<file path="src/rtl/vga_pkg.sv">
// Shared constants for the VGA cursor control slice: register map, CSR bit
// positions, field widths and default text-mode geometry.
package vga_pkg;

  localparam int unsigned DEF_COLS         = 80;
  localparam int unsigned DEF_ROWS         = 25;
  localparam int unsigned DEF_FLASH_FRAMES = 32;

  localparam int unsigned ADR_W = 16;
  localparam int unsigned DAT_W = 16;
  localparam int unsigned SEL_W = 2;
  localparam int unsigned COL_W = 7;
  localparam int unsigned ROW_W = 5;
  localparam int unsigned CUR_W = 11;
  localparam int unsigned FRM_W = 16;

  // Word-register indices (byte address bits [2:1])
  localparam logic [1:0] REG_CSR = 2'd0;
  localparam logic [1:0] REG_POS = 2'd1;
  localparam logic [1:0] REG_ADV = 2'd2;
  localparam logic [1:0] REG_FRM = 2'd3;

  // CSR bit positions
  localparam int unsigned CSR_ON    = 0;
  localparam int unsigned CSR_TYPE  = 1;
  localparam int unsigned CSR_BLINK = 2;
  localparam int unsigned CSR_IE    = 3;
  localparam int unsigned CSR_SCR   = 15;

  // POS field placement
  localparam int unsigned POS_ROW_LSB = 8;

  // Saturate a 7-bit field to a maximum value
  function automatic logic [6:0] sat7(input logic [6:0] v, input logic [6:0] max_v);
    return (v > max_v) ? max_v : v;
  endfunction

endpackage

</file>
<file path="src/rtl/vga_cursor_ctrl_if.sv">
// Wishbone slave bus bundle for vga_cursor_ctrl.
//   adr   byte address, bits [2:1] select the register
//   dat_w write data (master -> slave)
//   dat_r read data (slave -> master)
//   cyc, stb, we, sel  standard Wishbone request qualifiers
//   ack   access acknowledge
interface vga_cursor_ctrl_if;
  import vga_pkg::*;

  logic [ADR_W-1:0] adr;
  logic [DAT_W-1:0] dat_w;
  logic [DAT_W-1:0] dat_r;
  logic             cyc;
  logic             stb;
  logic             we;
  logic [SEL_W-1:0] sel;
  logic             ack;

  modport master (output adr, dat_w, cyc, stb, we, sel, input dat_r, ack);
  modport slave  (input adr, dat_w, cyc, stb, we, sel, output dat_r, ack);

endinterface

</file>
<file path="src/rtl/vga_vsync_sync.sv">
// vsync synchronizer, rising-edge detector and flash divider.
//   wb_clk_i       bus clock
//   wb_rst_n       synchronous active-low reset
//   vsync_i        adapter vsync, asynchronous
//   frame_pulse_c  one-cycle pulse per vsync rising edge (combinational from flops)
//   flash          toggles every FLASH_FRAMES frame pulses
module vga_vsync_sync #(
  parameter int unsigned FLASH_FRAMES = 32
) (
  input  logic wb_clk_i,
  input  logic wb_rst_n,
  input  logic vsync_i,
  output logic frame_pulse_c,
  output logic flash
);

  localparam int unsigned DIV_W = (FLASH_FRAMES > 1) ? $clog2(FLASH_FRAMES) : 1;
  localparam logic [DIV_W-1:0] DIV_LAST = DIV_W'(FLASH_FRAMES - 1);

  logic [2:0]       vs_q;
  logic [DIV_W-1:0] div_q;

  // Edge seen between the second (synchronized) and third flop
  assign frame_pulse_c = vs_q[1] & ~vs_q[2];

  // Synchronizer chain and frame divider
  always_ff @(posedge wb_clk_i) begin
    if (!wb_rst_n) begin
      vs_q  <= '0;
      div_q <= '0;
      flash <= 1'b0;
    end else begin
      vs_q <= {vs_q[1:0], vsync_i};
      if (frame_pulse_c) begin
        if (div_q == DIV_LAST) begin
          div_q <= '0;
          flash <= ~flash;
        end else begin
          div_q <= div_q + DIV_W'(1);
        end
      end
    end
  end

endmodule

</file>
<file path="src/rtl/vga_cursor_ctrl.sv">
// Wishbone cursor control unit for the text VGA adapter.
// Holds cursor row/col, produces the linear cursor address, cursor_on,
// cursor_type, flash and a sticky scroll request; counts vsync frames.
//   wb_clk_i, wb_rst_n  clock, synchronous active-low reset
//   wb                  Wishbone slave bundle (vga_cursor_ctrl_if.slave)
//   vsync_i             adapter vsync, asynchronous
//   cursor              row*COLS + col
//   cursor_on           ON & (~BLINK | flash)
//   cursor_type         0 underline, 1 block
//   flash               blink phase
//   scroll_req          sticky CSR.SCR level
//   irq                 frame interrupt
// Optional feature macro: VGA_CURSOR_CTRL_IRQ_EN (enables CSR.IE and irq).
module vga_cursor_ctrl
  import vga_pkg::*;
#(
  parameter int unsigned COLS         = DEF_COLS,
  parameter int unsigned ROWS         = DEF_ROWS,
  parameter int unsigned FLASH_FRAMES = DEF_FLASH_FRAMES
) (
  input  logic              wb_clk_i,
  input  logic              wb_rst_n,
  vga_cursor_ctrl_if.slave  wb,
  input  logic              vsync_i,
  output logic [CUR_W-1:0]  cursor,
  output logic              cursor_on,
  output logic              cursor_type,
  output logic              flash,
  output logic              scroll_req,
  output logic              irq
);

  localparam logic [COL_W-1:0] COL_MAX = COL_W'(COLS - 1);
  localparam logic [ROW_W-1:0] ROW_MAX = ROW_W'(ROWS - 1);

  logic             req_c, wr_c, rd_c;
  logic [1:0]       rsel_c;
  logic             csr_wr_c, pos_wr_c, adv_wr_c;
  logic             frame_pulse_c;
  logic             csr_on, csr_type, csr_blink, csr_scr, csr_ie;
  logic [COL_W-1:0] col_q, col_nxt_c;
  logic [ROW_W-1:0] row_q, row_nxt_c;
  logic             scr_nxt_c;
  logic [FRM_W-1:0] frm_q;
  logic [CUR_W-1:0] cur_nxt_c;
  logic [DAT_W-1:0] rd_data_c;
  logic             unused_bits;

  // Address bits outside [2:1] and data bits outside the register fields are ignored
  assign unused_bits = ^{wb.adr, wb.dat_w};

  // A new request is only accepted while ack is low
  assign req_c    = wb.cyc & wb.stb & ~wb.ack;
  assign rsel_c   = wb.adr[2:1];
  assign wr_c     = req_c & wb.we;
  assign rd_c     = req_c & ~wb.we;
  assign csr_wr_c = wr_c && (rsel_c == REG_CSR);
  assign pos_wr_c = wr_c && (rsel_c == REG_POS);
  assign adv_wr_c = wr_c && (rsel_c == REG_ADV);

  assign cursor_type = csr_type;
  assign scroll_req  = csr_scr;

  vga_vsync_sync #(.FLASH_FRAMES(FLASH_FRAMES)) u_vsync (
    .wb_clk_i      (wb_clk_i),
    .wb_rst_n      (wb_rst_n),
    .vsync_i       (vsync_i),
    .frame_pulse_c (frame_pulse_c),
    .flash         (flash)
  );

  // Cursor position and scroll-request next state; an advance setting SCR wins over a clear
  always_comb begin
    col_nxt_c = col_q;
    row_nxt_c = row_q;
    scr_nxt_c = csr_scr;
    if (csr_wr_c && wb.sel[1] && wb.dat_w[CSR_SCR]) scr_nxt_c = 1'b0;
    if (pos_wr_c) begin
      if (wb.sel[0]) col_nxt_c = sat7(wb.dat_w[6:0], COL_MAX);
      if (wb.sel[1]) row_nxt_c = ROW_W'(sat7({2'b00, wb.dat_w[12:8]}, 7'(ROW_MAX)));
    end
    if (adv_wr_c) begin
      if (col_q < COL_MAX) begin
        col_nxt_c = col_q + COL_W'(1);
      end else begin
        col_nxt_c = '0;
        if (row_q < ROW_MAX) row_nxt_c = row_q + ROW_W'(1);
        else                 scr_nxt_c = 1'b1;
      end
    end
  end

  // Linear address: shift-add for the standard 80-column mode
  generate
    if (COLS == 80) begin : gen_mul80
      assign cur_nxt_c = (CUR_W'(row_q) << 6) + (CUR_W'(row_q) << 4) + CUR_W'(col_q);
    end else begin : gen_mul
      assign cur_nxt_c = CUR_W'(32'(row_q) * COLS) + CUR_W'(col_q);
    end
  endgenerate

  // Read-data mux
  always_comb begin
    rd_data_c = '0;
    case (rsel_c)
      REG_CSR: begin
        rd_data_c[CSR_ON]    = csr_on;
        rd_data_c[CSR_TYPE]  = csr_type;
        rd_data_c[CSR_BLINK] = csr_blink;
        rd_data_c[CSR_IE]    = csr_ie;
        rd_data_c[CSR_SCR]   = csr_scr;
      end
      REG_POS: begin
        rd_data_c[6:0]  = col_q;
        rd_data_c[12:8] = row_q;
      end
      REG_FRM: rd_data_c = frm_q;
      default: rd_data_c = '0;
    endcase
  end

  // Bus response, registers, frame counter and output flops
  always_ff @(posedge wb_clk_i) begin
    if (!wb_rst_n) begin
      wb.ack    <= 1'b0;
      wb.dat_r  <= '0;
      csr_on    <= 1'b0;
      csr_type  <= 1'b0;
      csr_blink <= 1'b0;
      csr_scr   <= 1'b0;
      col_q     <= '0;
      row_q     <= '0;
      frm_q     <= '0;
      cursor    <= '0;
      cursor_on <= 1'b0;
    end else begin
      wb.ack <= req_c;
      if (rd_c) wb.dat_r <= rd_data_c;
      if (csr_wr_c && wb.sel[0]) begin
        csr_on    <= wb.dat_w[CSR_ON];
        csr_type  <= wb.dat_w[CSR_TYPE];
        csr_blink <= wb.dat_w[CSR_BLINK];
      end
      csr_scr   <= scr_nxt_c;
      col_q     <= col_nxt_c;
      row_q     <= row_nxt_c;
      if (frame_pulse_c) frm_q <= frm_q + FRM_W'(1);
      cursor    <= cur_nxt_c;
      cursor_on <= csr_on & (~csr_blink | flash);
    end
  end

`ifdef VGA_CURSOR_CTRL_IRQ_EN
  logic frm_rd_c;
  assign frm_rd_c = rd_c && (rsel_c == REG_FRM);

  // Frame interrupt: set on frame pulse when enabled, cleared by FRM read; set wins
  always_ff @(posedge wb_clk_i) begin
    if (!wb_rst_n) begin
      csr_ie <= 1'b0;
      irq    <= 1'b0;
    end else begin
      if (csr_wr_c && wb.sel[0]) csr_ie <= wb.dat_w[CSR_IE];
      if (frame_pulse_c && csr_ie) irq <= 1'b1;
      else if (frm_rd_c)           irq <= 1'b0;
    end
  end
`else
  assign csr_ie = 1'b0;
  assign irq    = 1'b0;
`endif

endmodule
</file>
<file path="src/flat_wrapper.sv">
// flat-port wrapper written by rule: the top's interface ports become plain ports
module vga_cursor_ctrl_flat import vga_pkg::*;
#(
  parameter int unsigned COLS         = DEF_COLS,
  parameter int unsigned ROWS         = DEF_ROWS,
  parameter int unsigned FLASH_FRAMES = DEF_FLASH_FRAMES
)
  (wb_clk_i, wb_rst_n, vsync_i, cursor, cursor_on, cursor_type, flash, scroll_req, irq, wb_adr, wb_dat_w, wb_cyc, wb_stb, wb_we, wb_sel, wb_dat_r, wb_ack);
  vga_cursor_ctrl_if wb_i ();
  input  logic wb_clk_i;
  input  logic wb_rst_n;
  input  logic vsync_i;
  output logic [CUR_W-1:0] cursor;
  output logic cursor_on;
  output logic cursor_type;
  output logic flash;
  output logic scroll_req;
  output logic irq;
  input wire logic [$bits(wb_i.adr)-1:0] wb_adr;
  input wire logic [$bits(wb_i.dat_w)-1:0] wb_dat_w;
  input wire logic [$bits(wb_i.cyc)-1:0] wb_cyc;
  input wire logic [$bits(wb_i.stb)-1:0] wb_stb;
  input wire logic [$bits(wb_i.we)-1:0] wb_we;
  input wire logic [$bits(wb_i.sel)-1:0] wb_sel;
  output wire logic [$bits(wb_i.dat_r)-1:0] wb_dat_r;
  output wire logic [$bits(wb_i.ack)-1:0] wb_ack;
  assign wb_i.adr = wb_adr;
  assign wb_i.dat_w = wb_dat_w;
  assign wb_i.cyc = wb_cyc;
  assign wb_i.stb = wb_stb;
  assign wb_i.we = wb_we;
  assign wb_i.sel = wb_sel;
  assign wb_dat_r = wb_i.dat_r;
  assign wb_ack = wb_i.ack;
  vga_cursor_ctrl #(.COLS(COLS), .ROWS(ROWS), .FLASH_FRAMES(FLASH_FRAMES)) u_core (.wb_clk_i(wb_clk_i), .wb_rst_n(wb_rst_n), .wb(wb_i), .vsync_i(vsync_i), .cursor(cursor), .cursor_on(cursor_on), .cursor_type(cursor_type), .flash(flash), .scroll_req(scroll_req), .irq(irq));
endmodule
</file>
<file path="config.mk">
export PLATFORM = sky130hd
export DESIGN_NAME = vga_cursor_ctrl_flat
export DESIGN_NICKNAME = d
export VERILOG_FILES = /design/src/rtl/vga_pkg.sv /design/src/rtl/vga_cursor_ctrl_if.sv /design/src/rtl/vga_vsync_sync.sv /design/src/rtl/vga_cursor_ctrl.sv /design/src/flat_wrapper.sv
export SDC_FILE = /design/constraint.sdc
export NUM_CORES = 1
export LEC_CHECK = 0
export ABC_AREA = 1
export BUFFER_PORTS_ARGS = -buffer_cell sky130_fd_sc_hd__buf_2
export CORE_ASPECT_RATIO = 1.5
export CORE_MARGIN = 8
export CORE_UTILIZATION = 50
export DETAILED_ROUTE_END_ITERATION = 16
export HOLD_SLACK_MARGIN = 0.1
export PLACE_DENSITY = 0.75
export REMOVE_ABC_BUFFERS = 1
export SETUP_SLACK_MARGIN = 0.02
export SLEW_MARGIN = 20
export SYNTH_ARGS = -nofsm -noshare
export SYNTH_HDL_FRONTEND = slang
export SYNTH_SLANG_ARGS = --single-unit
</file>
<file path="constraint.sdc">
create_clock -name wb_clk_i -period 1.7 [get_ports wb_clk_i]
set_input_delay 0.17 -clock wb_clk_i [delete_from_list [all_inputs] [get_ports wb_clk_i]]
set_output_delay 0.17 -clock wb_clk_i [all_outputs]
set_load 0.01 [all_outputs]
</file>
==> impl_metrics.json <==
{
  "cts_inserted_buffers": 9,
  "place_inst": 659,
  "arrival_ps": 2120,
  "holdPathStages": 4,
  "tightest_slew_ps": 622,
  "r2r-end": "u_core.cursor[9]$_SDFF_PN0_",
  "finalInstanceArea_sq_mm": 0.00434,
  "holdPathEnd": "u_core.scroll_req$_SDFF_PN0_",
  "use_met1_pct": 19.4,
  "power_density_mw_per_mm2": 734,
  "yosysUniqueCellTypes": 32,
  "r2r_slack_ps": -120,
  "setup_ws_ps": -122,
  "cp_slowest_cell": "fa_1",
  "max_cap_violations": 0,
  "drt-pass1-iter-count": 4,
  "antenna_found_initial": 0,
  "setup_viol_count_final": 3,
  "totalWireLength_um": 9490,
  "seq_area_frac_synth_pct": 38.6,
  "place_area_sq_mm": 0.00409,
  "insertion_delay_ps": 360,
  "fin_setup_tns_ps": -265,
  "ys_ff_latch": 70,
  "clk_pin_slew_ps": 70,
  "num_io_pins": 73,
  "syn_inst": 519,
  "postSynthAreaPerCell_sq_um": 7.00,
  "yosys_warnings": 0,
  "yosysMostFrequentCell": "nand2_1",
  "synth_edf_count": 0,
  "start_kind": "flop",
  "syn_area_sq_mm": 0.00363,
  "grt_max_degree": 21,
  "ys.flop_type": "dfxtp_1",
  "num_vias": 3635,
  "grt_pass1_vias": 3518,
  "diodes": 0,
  "power_leakage_uw": 0.00204,
  "die_w_um": 85.6,
  "grt_busiest_layer": "met2",
  "tritoncts": "done",
  "multi_input_comb_area_sq_mm": 0.00194,
  "r2r-start": "u_core.row_q[0]$_SDFF_PN0_",
  "drc": 0,
  "slew_violations": 0,
  "via_per_inst": 5.36,
  "htree_levels": 3,
  "timing.final.crit_share_pct": 107,
  "dr.first_iter.drc_count": 218,
  "register_area_sq_mm": 0.00140,
  "core_area_sq_mm": 0.00713,
  "clk_path_buf_depth": 2,
  "dieArea_sq_mm": 0.0103,
  "area_delta_synth_final_pct": 19.4,
  "ant_nets": 0,
  "layout.cells.non_filler": 678,
  "ys_top_cells_by_area": "dfxtp_1, nand2_1, nor2_1",
  "min_path_type": "primary input to flop",
  "grt.total_usage_pct": 18.9,
  "skew_ps": 7.09,
  "wl_per_cell_um": 14.0,
  "nFillCells": 677,
  "met2_usage_pct": 34.5,
  "fin_crit_ps": 1820,
  "worstPathRequired_ps": 1990,
  "ys_top_cells_by_count": "nand2_1, nor2_1, dfxtp_1",
  "hold_ws_ps": 118,
  "crit_top_cell": "o21ai_1",
  "hold_viol": 0,
  "crit_path_max_incr_delay_ps": 590,
  "failed_checks": "setup timing",
  "rsz0062_at_grt": "yes",
  "grt_pass1_wl_um": 15500,
  "critical_path.max_fanout": 2,
  "status": "finished with violations",
  "numPortBuffers": 54,
  "async_reset_ff_share_pct": 0,
  "maxSlewHeadroom_pct": 58.5,
  "synth_top_area_share_pct": 38.6,
  "endpoint_kind": "flop",
  "grt_overflow": 0,
  "cts-root-buf": "clkbuf_8",
  "cts.sinks": 70,
  "yosys.area.top_type": "dfxtp_1",
  "path_cells": "fa_1 -> inv_2 -> fa_2 -> nor2_2 -> o21ai_1 -> nand2_1 -> o21ai_1 -> a21oi_1",
  "rows": 38,
  "die_h_um": 120,
  "irDropWorstVdd_mv": 0.514,
  "drive_above_1_share_pct": 18.6,
  "hpwlAfterDp_um": 7140,
  "path_class": "flop to flop",
  "r2r_cells": 8,
  "worstHoldStart": "wb_dat_w[15]",
  "fmax_mhz": 549,
  "start_util_pct": 51.0,
  "grt_use_met3_pct": 3.94,
  "nets": 656,
  "place_congestion": 0.885
}
[flip-flops by register name, summed over array words and instances, names as in the netlist]
signal,flops
u_core.col_q,7
u_core.csr_blink,1
u_core.csr_on,1
u_core.cursor,11
u_core.cursor_on,1
u_core.cursor_type,1
u_core.frm_q,16
u_core.row_q,5
u_core.scroll_req,1
u_core.u_vsync.div_q,5
u_core.u_vsync.flash,1
u_core.u_vsync.vs_q,3
u_core.wb.ack,1
u_core.wb.dat_r,16
[kinds of logic (layout without fill, tap and decap cells)]
logic type	after synthesis	in the layout	share of synthesized area, %
other	1	1	0.103
adder cells (fa/ha/maj)	21	21	7.64
XOR/XNOR	9	9	2.17
flip-flops	70	70	38.6
AO/OA/AOI/OAI	82	82	12.4
buffers and inverters	80	159	8.85
AND/OR/NAND/NOR	256	256	30.3
[layout make-up]
| type | instances | area share, % |
|---|---|---|
| Multi-Input combinational cell | 369 | 44.6 |
| Tap cell | 80 | 2.31 |
| Clock buffer | 13 | 3.89 |
| Sequential cell | 70 | 32.3 |
| Clock inverter | 1 | 0.115 |
| Timing Repair Buffer | 82 | 11.3 |
| Inverter | 63 | 5.45 |
[per-stage QoR]
| step | setup WS (ps) | power, uW | utilization, % |
|---|---|---|---|
| 4_1_cts | -130 | 3210 | 60.6 |
| 3_3_place_gp | -169 | 1980 | 57.4 |
| 2_1_floorplan | -158 | 1860 | - |
| 5_1_grt | -182 | 3310 | 60.9 |
| 6_report | -122 | 3190 | 60.9 |
| 3_5_place_dp | -223 | 1980 | 57.4 |
[layer usage]
| metal | part of all wire, % | vias to the layer above |
|---|---|---|
| met3 | 3.7 | 23 |
| met4 | 3.1 | 0 |
| met5 | 0 | - |
| met2 | 53 | 93 |
| met1 | 41 | 1708 |
| li1 | - | 1811 |
[where the power goes]
group / leakage (uW) / switching, uW / total (uW) / internal [uW]
sequential: 0.000567 / 19.6 / 1690 / 1670
combinational: 0.00139 / 169 / 269 / 100
clock: 0.0000914 / 597 / 1230 / 631
[critical path, delay by kind of cell, from the launching register on]
kind	cells	cell delay (ps)
adder cells (fa/ha/maj)	2	950
AND/OR/NAND/NOR	2	180
buffers and inverters	1	50
AO/OA/AOI/OAI	3	240
flip-flops	1	330
[worst max path at each step]
stage	startpoint	endpoint	slack, ps	cells past startpoint
6_report	u_core.row_q[0]$_SDFF_PN0_	u_core.cursor[9]$_SDFF_PN0_	-120	8
5_1_grt	u_core.row_q[0]$_SDFF_PN0_	u_core.cursor[9]$_SDFF_PN0_	-180	8
4_1_cts	u_core.col_q[6]$_SDFFE_PN0P_	u_core.cursor[9]$_SDFF_PN0_	-130	8
3_5_place_dp	u_core.row_q[0]$_SDFF_PN0_	u_core.cursor[9]$_SDFF_PN0_	-220	8
3_3_place_gp	u_core.row_q[0]$_SDFF_PN0_	u_core.cursor[9]$_SDFF_PN0_	-170	8
2_1_floorplan	u_core.row_q[0]$_SDFF_PN0_	u_core.cursor[9]$_SDFF_PN0_	-160	8
[cell usage in the layout (no fill, tap or decap), types with 4 or more instances in the layout]
cell	count
nand2_1	113
nor2_1	80
dfxtp_1	68
inv_1	61
buf_2	54
nand3_1	36
o21ai_0	31
a21oi_1	27
buf_4	24
ha_1	19
clkbuf_8	12
o21ai_1	11
a221oi_1	8
nand4_1	7
xor2_1	6
nor3_1	4
nor2_2	4
dlygate4sd3_1	4
[timing repair]
action	in CTS	in global routing
gates resized for setup	9	7
pin swaps	9	1
hold buffers	4	0
hold endpoints to repair	3	0
setup buffers	1	0
endpoints found under the setup margin	4	5
(Power assumes the default switching activity.)
